### src/rtl/sdpram_bus_port_if.sv
// rtl/sdpram_bus_port_if.sv - request/response handshake bundle for sdpram_bus_port
//
// Purpose: groups the valid/ready load/store request channel and the in-order
// response channel between a core bus master and the RAM front end.
// Signals:
//   req_valid/req_ready  request handshake (fire when both high)
//   req_we               1 = store, 0 = load
//   req_addr  [AW]       byte address
//   req_wdata [DW]       store data
//   rsp_valid/rsp_ready  response handshake (consumed when both high)
//   rsp_data  [DW]       load data, 0 for stores and errors
//   rsp_err              misaligned or out-of-range request
// Modports: master = requester (CPU side), slave = sdpram_bus_port.

interface sdpram_bus_port_if #(
  parameter int AW = 32,
  parameter int DW = 32
) ();

  logic          req_valid;
  logic          req_ready;
  logic          req_we;
  logic [AW-1:0] req_addr;
  logic [DW-1:0] req_wdata;

  logic          rsp_valid;
  logic          rsp_ready;
  logic [DW-1:0] rsp_data;
  logic          rsp_err;

  modport master (
    output req_valid, req_we, req_addr, req_wdata, rsp_ready,
    input  req_ready, rsp_valid, rsp_data, rsp_err
  );

  modport slave (
    input  req_valid, req_we, req_addr, req_wdata, rsp_ready,
    output req_ready, rsp_valid, rsp_data, rsp_err
  );

endinterface

### src/rtl/sdpram_bus_port.sv
// rtl/sdpram_bus_port.sv - requester-side front end for a simple dual-port RAM
//
// Purpose: turns a valid/ready byte-addressed load/store request stream into
// RAM port A writes and port B reads, and returns exactly one response per
// accepted request, in acceptance order, through a small response FIFO.
// Ports:
//   clk           clock
//   rst           asynchronous reset, active-high (same net as the RAM reset)
//   bus           request/response bundle (slave side)
//   mem_we_a      RAM write enable
//   mem_addr_a    RAM write word index, zero-extended
//   mem_w_data_a  RAM write data
//   mem_re_b      RAM read enable
//   mem_addr_b    RAM read word index, zero-extended
//   mem_r_data_b  RAM read data, valid the cycle after mem_re_b

module sdpram_bus_port #(
  parameter int AddrBusWidth = 32,
  parameter int DataBusWidth = 32,
  parameter int MemSizeBytes = 1024,
  parameter int RspDepth     = 4
) (
  input  logic                    clk,
  input  logic                    rst,
  sdpram_bus_port_if.slave        bus,
  output logic                    mem_we_a,
  output logic [AddrBusWidth-1:0] mem_addr_a,
  output logic [DataBusWidth-1:0] mem_w_data_a,
  output logic                    mem_re_b,
  output logic [AddrBusWidth-1:0] mem_addr_b,
  input  logic [DataBusWidth-1:0] mem_r_data_b
);

  localparam int WordSizeBits = $clog2(DataBusWidth / 8);
  localparam int MemSizeWords = MemSizeBytes / (DataBusWidth / 8);
  localparam int PtrW         = $clog2(RspDepth);
  localparam int CntW         = PtrW + 1;

  localparam logic [AddrBusWidth-1:0] LowMask   = AddrBusWidth'((1 << WordSizeBits) - 1);
  localparam logic [AddrBusWidth-1:0] WordLimit = AddrBusWidth'(MemSizeWords);
  localparam logic [CntW:0]           DepthCnt  = (CntW + 1)'(RspDepth);

  // ---------------------------------------------------------------------------
  // Request decode
  // ---------------------------------------------------------------------------
  logic [AddrBusWidth-1:0] word_idx;
  logic                    misaligned;
  logic                    out_of_range;
  logic                    req_err;
  logic                    fire;

  assign word_idx     = bus.req_addr >> WordSizeBits;
  assign misaligned   = (bus.req_addr & LowMask) != '0;
  assign out_of_range = word_idx >= WordLimit;
  assign req_err      = misaligned || out_of_range;
  assign fire         = bus.req_valid && bus.req_ready;

  // ---------------------------------------------------------------------------
  // Pending stage: one slot between RAM read issue and FIFO push, matching the
  // one-cycle read latency of port B.
  // ---------------------------------------------------------------------------
  logic pend_valid;
  logic pend_load;
  logic pend_err;

  always_ff @(posedge clk or posedge rst) begin
    if (rst) begin
      pend_valid <= 1'b0;
      pend_load  <= 1'b0;
      pend_err   <= 1'b0;
    end else begin
      pend_valid <= fire;
      pend_load  <= !bus.req_we;
      pend_err   <= req_err;
    end
  end

  // ---------------------------------------------------------------------------
  // Response FIFO
  // ---------------------------------------------------------------------------
  logic [DataBusWidth-1:0] fifo_data [RspDepth];
  logic                    fifo_err  [RspDepth];
  logic [PtrW-1:0]         wr_ptr;
  logic [PtrW-1:0]         rd_ptr;
  logic [CntW-1:0]         count;
  logic                    push;
  logic                    pop;
  logic                    rsp_valid_int;
  logic [DataBusWidth-1:0] push_data;

  assign rsp_valid_int = count != '0;
  // The credit rule reserves a slot for every pending entry, so push never
  // finds the FIFO full.
  assign push      = pend_valid;
  assign pop       = rsp_valid_int && bus.rsp_ready;
  assign push_data = (pend_load && !pend_err) ? mem_r_data_b : '0;

  // Storage needs no reset: entries are only observed through the valid gate.
  always_ff @(posedge clk) begin
    if (push) begin
      fifo_data[wr_ptr] <= push_data;
      fifo_err[wr_ptr]  <= pend_err;
    end
  end

  // Pointers are exactly PtrW bits wide, so they wrap modulo RspDepth.
  always_ff @(posedge clk or posedge rst) begin
    if (rst) begin
      wr_ptr <= '0;
      rd_ptr <= '0;
      count  <= '0;
    end else begin
      if (push) wr_ptr <= wr_ptr + 1'b1;
      if (pop)  rd_ptr <= rd_ptr + 1'b1;
      case ({push, pop})
        2'b10:   count <= count + 1'b1;
        2'b01:   count <= count - 1'b1;
        default: count <= count;
      endcase
    end
  end

  // ---------------------------------------------------------------------------
  // Credit: a request is only accepted if a FIFO slot is guaranteed for its
  // response, counting the one still in the pending stage. Built from
  // registered state only, so rsp_ready never reaches req_ready.
  // ---------------------------------------------------------------------------
  logic [CntW:0] occupancy;

  assign occupancy     = {1'b0, count} + {{CntW{1'b0}}, pend_valid};
  assign bus.req_ready = !rst && (occupancy < DepthCnt);

  // ---------------------------------------------------------------------------
  // Outputs
  // ---------------------------------------------------------------------------
  assign bus.rsp_valid = rsp_valid_int;
  assign bus.rsp_data  = rsp_valid_int ? fifo_data[rd_ptr] : '0;
  assign bus.rsp_err   = rsp_valid_int && fifo_err[rd_ptr];

  // req_ready already folds in rst, so fire is low throughout reset.
  assign mem_we_a     = fire && bus.req_we && !req_err;
  assign mem_addr_a   = word_idx;
  assign mem_w_data_a = bus.req_wdata;
  assign mem_re_b     = fire && !bus.req_we && !req_err;
  assign mem_addr_b   = word_idx;

endmodule
### src/flat_wrapper.sv
// flat-port wrapper written by rule: the top's interface ports become plain ports
module sdpram_bus_port_flat 
#(
  parameter int AddrBusWidth = 32,
  parameter int DataBusWidth = 32,
  parameter int MemSizeBytes = 1024,
  parameter int RspDepth     = 4
)
  (clk, rst, mem_we_a, mem_addr_a, mem_w_data_a, mem_re_b, mem_addr_b, mem_r_data_b, bus_req_valid, bus_req_we, bus_req_addr, bus_req_wdata, bus_rsp_ready, bus_req_ready, bus_rsp_valid, bus_rsp_data, bus_rsp_err);
  sdpram_bus_port_if bus_i ();
  input  logic clk;
  input  logic rst;
  output logic mem_we_a;
  output logic [AddrBusWidth-1:0] mem_addr_a;
  output logic [DataBusWidth-1:0] mem_w_data_a;
  output logic mem_re_b;
  output logic [AddrBusWidth-1:0] mem_addr_b;
  input  logic [DataBusWidth-1:0] mem_r_data_b;
  input wire logic [$bits(bus_i.req_valid)-1:0] bus_req_valid;
  input wire logic [$bits(bus_i.req_we)-1:0] bus_req_we;
  input wire logic [$bits(bus_i.req_addr)-1:0] bus_req_addr;
  input wire logic [$bits(bus_i.req_wdata)-1:0] bus_req_wdata;
  input wire logic [$bits(bus_i.rsp_ready)-1:0] bus_rsp_ready;
  output wire logic [$bits(bus_i.req_ready)-1:0] bus_req_ready;
  output wire logic [$bits(bus_i.rsp_valid)-1:0] bus_rsp_valid;
  output wire logic [$bits(bus_i.rsp_data)-1:0] bus_rsp_data;
  output wire logic [$bits(bus_i.rsp_err)-1:0] bus_rsp_err;
  assign bus_i.req_valid = bus_req_valid;
  assign bus_i.req_we = bus_req_we;
  assign bus_i.req_addr = bus_req_addr;
  assign bus_i.req_wdata = bus_req_wdata;
  assign bus_i.rsp_ready = bus_rsp_ready;
  assign bus_req_ready = bus_i.req_ready;
  assign bus_rsp_valid = bus_i.rsp_valid;
  assign bus_rsp_data = bus_i.rsp_data;
  assign bus_rsp_err = bus_i.rsp_err;
  sdpram_bus_port #(.AddrBusWidth(AddrBusWidth), .DataBusWidth(DataBusWidth), .MemSizeBytes(MemSizeBytes), .RspDepth(RspDepth)) u_core (.clk(clk), .rst(rst), .bus(bus_i), .mem_we_a(mem_we_a), .mem_addr_a(mem_addr_a), .mem_w_data_a(mem_w_data_a), .mem_re_b(mem_re_b), .mem_addr_b(mem_addr_b), .mem_r_data_b(mem_r_data_b));
endmodule
### config.mk
export PLATFORM = sky130hd
export DESIGN_NAME = sdpram_bus_port_flat
export DESIGN_NICKNAME = d
export VERILOG_FILES = /design/src/rtl/sdpram_bus_port_if.sv /design/src/rtl/sdpram_bus_port.sv /design/src/flat_wrapper.sv
export SDC_FILE = /design/constraint.sdc
export NUM_CORES = 1
export LEC_CHECK = 0
export BUFFER_PORTS_ARGS = -buffer_cell sky130_fd_sc_hd__buf_2
export CORE_AREA = 4 4 136 151
export CTS_CLUSTER_DIAMETER = 40
export DETAILED_ROUTE_END_ITERATION = 8
export DIE_AREA = 0 0 140 155
export GPL_TIMING_DRIVEN = 0
export PLACE_DENSITY = 0.63
export SYNTH_ARGS = -nofsm -noshare
export SYNTH_HDL_FRONTEND = slang
export SYNTH_SLANG_ARGS = --single-unit
### constraint.sdc
create_clock -name clk -period 4.6 [get_ports clk]
set_input_delay 0.92 -clock clk [delete_from_list [all_inputs] [get_ports clk]]
set_output_delay 0.92 -clock clk [all_outputs]
set_load 0.02 [all_outputs]
Word-level counts from Yosys, hierarchy flattened. Memory sizes are Yosys's and may differ from the RTL's. Index checks and enable logic that the tools add are counted.

Flip-flop bits (word level): 10. Memory bits (writable): 132. Output and inout bits: 133. Logic and storage cells: 39. Memories kept: 2.

Add/subtract/negate cells: 5. Magnitude comparators: 2. Eq/ne operators: 2. Multiplexer cells: 5. Reductions and logical operators: 17.

Memory list: u_core.fifo_data (words 4, width 32, rd ports 1, clocked after memory_dff 0, write ports 1, line sdpram_bus_port.sv:81) `logic [DataBusWidth-1:0] fifo_data [RspDepth];`; u_core.fifo_err (words 4, width 1, rd ports 1, clocked after memory_dff 0, write ports 1, line sdpram_bus_port.sv:82) `logic fifo_err [RspDepth];`.

Operators by type and width (count): 32-bit 2-to-1 mux (2); 32-bit nonzero test (1); 30-bit by 9-bit greater-or-equal comparator with 1-bit output, second input constant (1); 1-bit logical AND (9); 3-bit case mux with 2 select lines (1); 2-bit by 1-bit adder with 2-bit output, second input constant (2); 3-bit by 1-bit adder with 4-bit output (1); 1-bit zero test (4); 4-bit by 3-bit < comparator with 1-bit output, second input constant (1); 3-bit by 1-bit adder with 3-bit output, second input constant (1); 3-bit nonzero test (1); 3-bit by 1-bit subtractor with 3-bit output, second input constant (1); 2-bit by 1-bit == test with 1-bit output, second input constant (1); 2-bit == test, second input constant (1); 1-bit 2-to-1 mux (2); 2-bit nonzero test (1); 1-bit logical OR (1).

Depth between registers and ports, before layout.
Depth in word-level cells: 6. Gate-level depth with buffers: 9. Depth with buffers taken out: 8.

Worst setup path before layout. Ideal clock, no wire load.

Path type: input to output. Start: input bus_req_addr[23]. End: output mem_re_b. Data arrival time: 2.020 ns. Setup slack: 1.660 ns. Stages: 3. Path through: nor4_1 nand4_1 nor4_1.

Word-level cells in the longest chain between the ends: 4.

RTL lines: start, declared (line flat_wrapper.sv:21) `input wire logic [$bits(bus_i.req_addr)-1:0] bus_req_addr;`; 30-bit by 9-bit greater-or-equal comparator with 1-bit output (line sdpram_bus_port.sv:54) `assign out_of_range = word_idx >= WordLimit;`; 1-bit logical OR (line sdpram_bus_port.sv:55) `assign req_err = misaligned || out_of_range;`; 1-bit zero test (line sdpram_bus_port.sv:144) `assign mem_re_b = fire && !bus.req_we && !req_err;`; 1-bit logical AND (line sdpram_bus_port.sv:144); end, declared (line flat_wrapper.sv:16) `output logic mem_re_b;`.

No other way between the ends.

Worst setup path after layout.
Start: register u_core.rd_ptr[1]. End: output bus_rsp_data[23].

Word-level cells in the longest chain between the ends: 2.

RTL lines: start, declared (line sdpram_bus_port.sv:84) `logic [PtrW-1:0] rd_ptr;`; start signal, assigned (line sdpram_bus_port.sv:114) `if (pop) rd_ptr <= rd_ptr + 1'b1;`; memory 4 x 32 bit; 32-bit 2-to-1 mux (line sdpram_bus_port.sv:137) `assign bus.rsp_data = rsp_valid_int ? fifo_data[rd_ptr] : '0;`; end, declared (line flat_wrapper.sv:26) `output wire logic [$bits(bus_i.rsp_data)-1:0] bus_rsp_data;`.

No other way between the ends.

==> impl_metrics.json <==
{
  "rows": 53,
  "peakVddDrop_v": 0.000285,
  "final_area_um2": 8510,
  "track_usage_pct": 14.2,
  "post_synth.cell_area_avg_um2": 16.3,
  "period_needed_ns": 3.06,
  "routed_wl_um": 15400,
  "synth_area_leader_cell": "edfxtp_1",
  "min_path_type": "in -> async",
  "critPathKind": "reg -> out",
  "first_global_vias": 4247,
  "synth.most_common_cell": "edfxtp_1",
  "grt_pass1_wl_um": 23400,
  "cp.required_ns": 3.68,
  "max_slew_margin_pct": 64.1,
  "dp.cells": 845,
  "critPathSlowestCell": "buf_2",
  "layout.nets": 724,
  "synth-edff-count": 132,
  "critPathMaxFanout": 10,
  "wl_per_cell_um": 17.6,
  "core_um2": 19000,
  "ys_warn_count": 0,
  "synthMuxAreaShare_pct": 11.8,
  "finalSetupTns_ns": 0,
  "wl_met3_um": 1100,
  "antenna_found_initial": 1,
  "dr.pass1.iters": 4,
  "p_leak_nw": 3.34,
  "status": "completed",
  "synth-adder-area-share_pct": 1.26,
  "wl_met2_um": 8320,
  "highest_layer": "met5",
  "synth_xor_xnor_area_share_pct": 0.801,
  "fin_hold_ws_ns": 0.501,
  "instances_no_fill": 876,
  "finalCritPeriodShare_pct": 66.5,
  "die-area_um2": 21700,
  "fp.dieH_um": 155,
  "synth-seq-cells": 142,
  "clock.fmax_mhz": 327,
  "start_util_pct": 34.6,
  "vias": 3870,
  "grt_max_degree": 19,
  "drt_iter0_drc": 197,
  "postRouteAntennaNets": 0,
  "synthSimpleGateAreaFrac_pct": 8.54,
  "clock_latency_ns": 0.41,
  "htreeDepth": 4,
  "yosysTopAreaCellShare_pct": 60.4,
  "yosysUniqueCellTypes": 28,
  "critical_path.top_delay_family": "buffers and inverters",
  "cts_tree": "yes",
  "synth_top_family_by_area": "buffers and inverters",
  "fin_ws_ns": 1.54,
  "cpPeakStageDelay_ns": 0.38,
  "area_growth_pct": 29.7,
  "cp-start-kind": "flip-flop",
  "pre_cts_ws_ns": 1.51,
  "num_antenna_cells": 0,
  "critPathCaptureType": "primary output",
  "path_buf_inv": 3,
  "finalSetupViolCount": 0,
  "postSynthCellCount": 402,
  "syn_area_um2": 6560,
  "drc": 0,
  "synthTopCellsByCount": "edfxtp_1, buf_4, and2_1",
  "fin_skew_ns": 0.00622,
  "cp_common_cell": "buf_2",
  "cp.arrival_ns": 2.14,
  "rsz0062_at_grt": "false",
  "drive_gt1_share_pct": 56.9,
  "placedInstanceArea_um2": 7940,
  "dominantRegCellSynth": "edfxtp_1",
  "ctsHoldBuffers": 0,
  "powerDensity_nw_per_um2": 533,
  "cts.sinks": 142,
  "wl_met1_um": 5800,
  "cap_violations": 0,
  "portBuffers": 189,
  "clk_pin_slew_ns": 0.06,
  "cts_resized": 0,
  "slew_violations": 0,
  "cts_buffers": 17,
  "die_x_um": 140,
  "avgViaCountPerCell": 4.42,
  "io_pins": 234,
  "synth_compound_area_share_pct": 0.0763,
  "worst_pin_slew_ns": 0.539,
  "place.gp.congestion": 0.863,
  "hold_violations": 0,
  "gr-total-overflow": 0,
  "cts_setup_buffers": 0,
  "netlist_top_cells_area": "edfxtp_1, buf_4, mux4_2, and2_1, dfrtp_1",
  "cts_buffer_depth": 2,
  "path_cells": "clkbuf_1, buf_2, mux4_2, and2_1, buf_2",
  "cts-root-buf": "clkbuf_16",
  "synth-seq-area-share_pct": 64.2,
  "hpwl_um": 11500,
  "async_reset_ff_share_pct": 7.04
}
==> per-layer routing <==
layer,vias up,track usage [%]
li1,1802,-
met1,1884,16.1
met2,166,26.0
met3,16,4.18
met4,2,4.06
met5,-,0
==> worst register-to-register path, cell delays in order, from the launching register on <==
cell and delay (ns):
dfrtp_1 0.42, or3_1 0.37, buf_2 0.19, and2_1 0.20, ha_1 0.21, inv_1 0.07, fa_1 0.41, mux2i_1 0.16
==> sequential cells by signal, summed over array words and instances (netlist names) <==
register           flops
u_core.pend_valid      1
u_core.pend_err        1
u_core.rd_ptr          2
u_core.wr_ptr          2
u_core.pend_load       1
u_core.fifo_err        4
u_core.count           3
u_core.fifo_data     128
==> power by group <==
group          switching [mW]  total (mW)  internal (mW)
logic                   0.894        1.64          0.746
clock network           0.521        1.32          0.800
registers              0.0445        1.58           1.53
total                    1.46        4.54           3.08
==> cell usage in the layout (no fill, tap or decap), types with 2 or more instances in the layout <==
cell type	Yosys	final
xor2_1	4	4
nor2_1	2	2
and2_2	0	4
buf_2	4	193
edfxtp_1	132	132
nand2_1	2	2
xnor2_1	2	2
clkbuf_16	0	17
dfrtp_1	10	10
conb_1	1	4
nor4_1	8	8
buf_4	96	96
nand3_1	3	3
clkinvlp_4	0	4
buf_12	3	3
inv_1	8	8
and2_1	71	67
ha_1	5	5
bufinv_16	0	2
buf_16	0	4
mux4_1	5	5
clkbuf_1	8	10
mux4_2	28	28
inv_6	0	4
==> stage by stage <==
stage	util (%)	power (mW)
2_1_floorplan	-	2.76
3_3_place_gp	41.3	3.25
3_5_place_dp	41.9	3.29
4_1_cts	44.9	4.61
5_1_grt	44.9	4.76
6_report	44.9	4.54
==> area by class of cell <==
cell class              count  area (µm²)
plain buffers             112         842
clock buffers              19         433
clock inverters            12         138
fillers                  1732       10500
inverters                   8        30.0
multi-input cells         143        1490
flip-flops and latches    142        4210
well taps                 247         309
repair buffers            193        1060
==> final timing paths <==
| kind | from | end | slack, ns | depth (start not counted) |
|---|---|---|---|---|
| worst max-delay path | u_core.rd_ptr[1]$_DFFE_PP0N_ | bus_rsp_data[23] | 1.54 | 5 |
| worst min-delay path | rst | u_core.pend_valid$_DFF_PP0_ | 0.50 | 2 |
| worst max register to register | u_core.count[0]$_DFFE_PP0P_ | u_core.count[1]$_DFFE_PP0P_ | 2.47 | 7 |
| worst min register to register | u_core.count[2]$_DFFE_PP0P_ | u_core.count[2]$_DFFE_PP0P_ | 0.52 | 1 |
| max in group asynchronous | rst | u_core.rd_ptr[1]$_DFFE_PP0N_ | 3.83 | 2 |
| min in group clk | u_core.count[2]$_DFFE_PP0P_ | u_core.count[2]$_DFFE_PP0P_ | 0.52 | 1 |
==> cell families (layout without fill, tap and decap cells) <==
family                     count (synthesis)  after routing
DFF                                      142            142
buffers and inverters                    120            344
and+or+nand+nor                           92             92
muxes                                     34             34
adders and majority gates                  6              6
xor gates and xnor gates                   6              6
other                                      1              4
AOI/OAI and AO/OA                          1              1
Power figures use the tool's default switching activity.
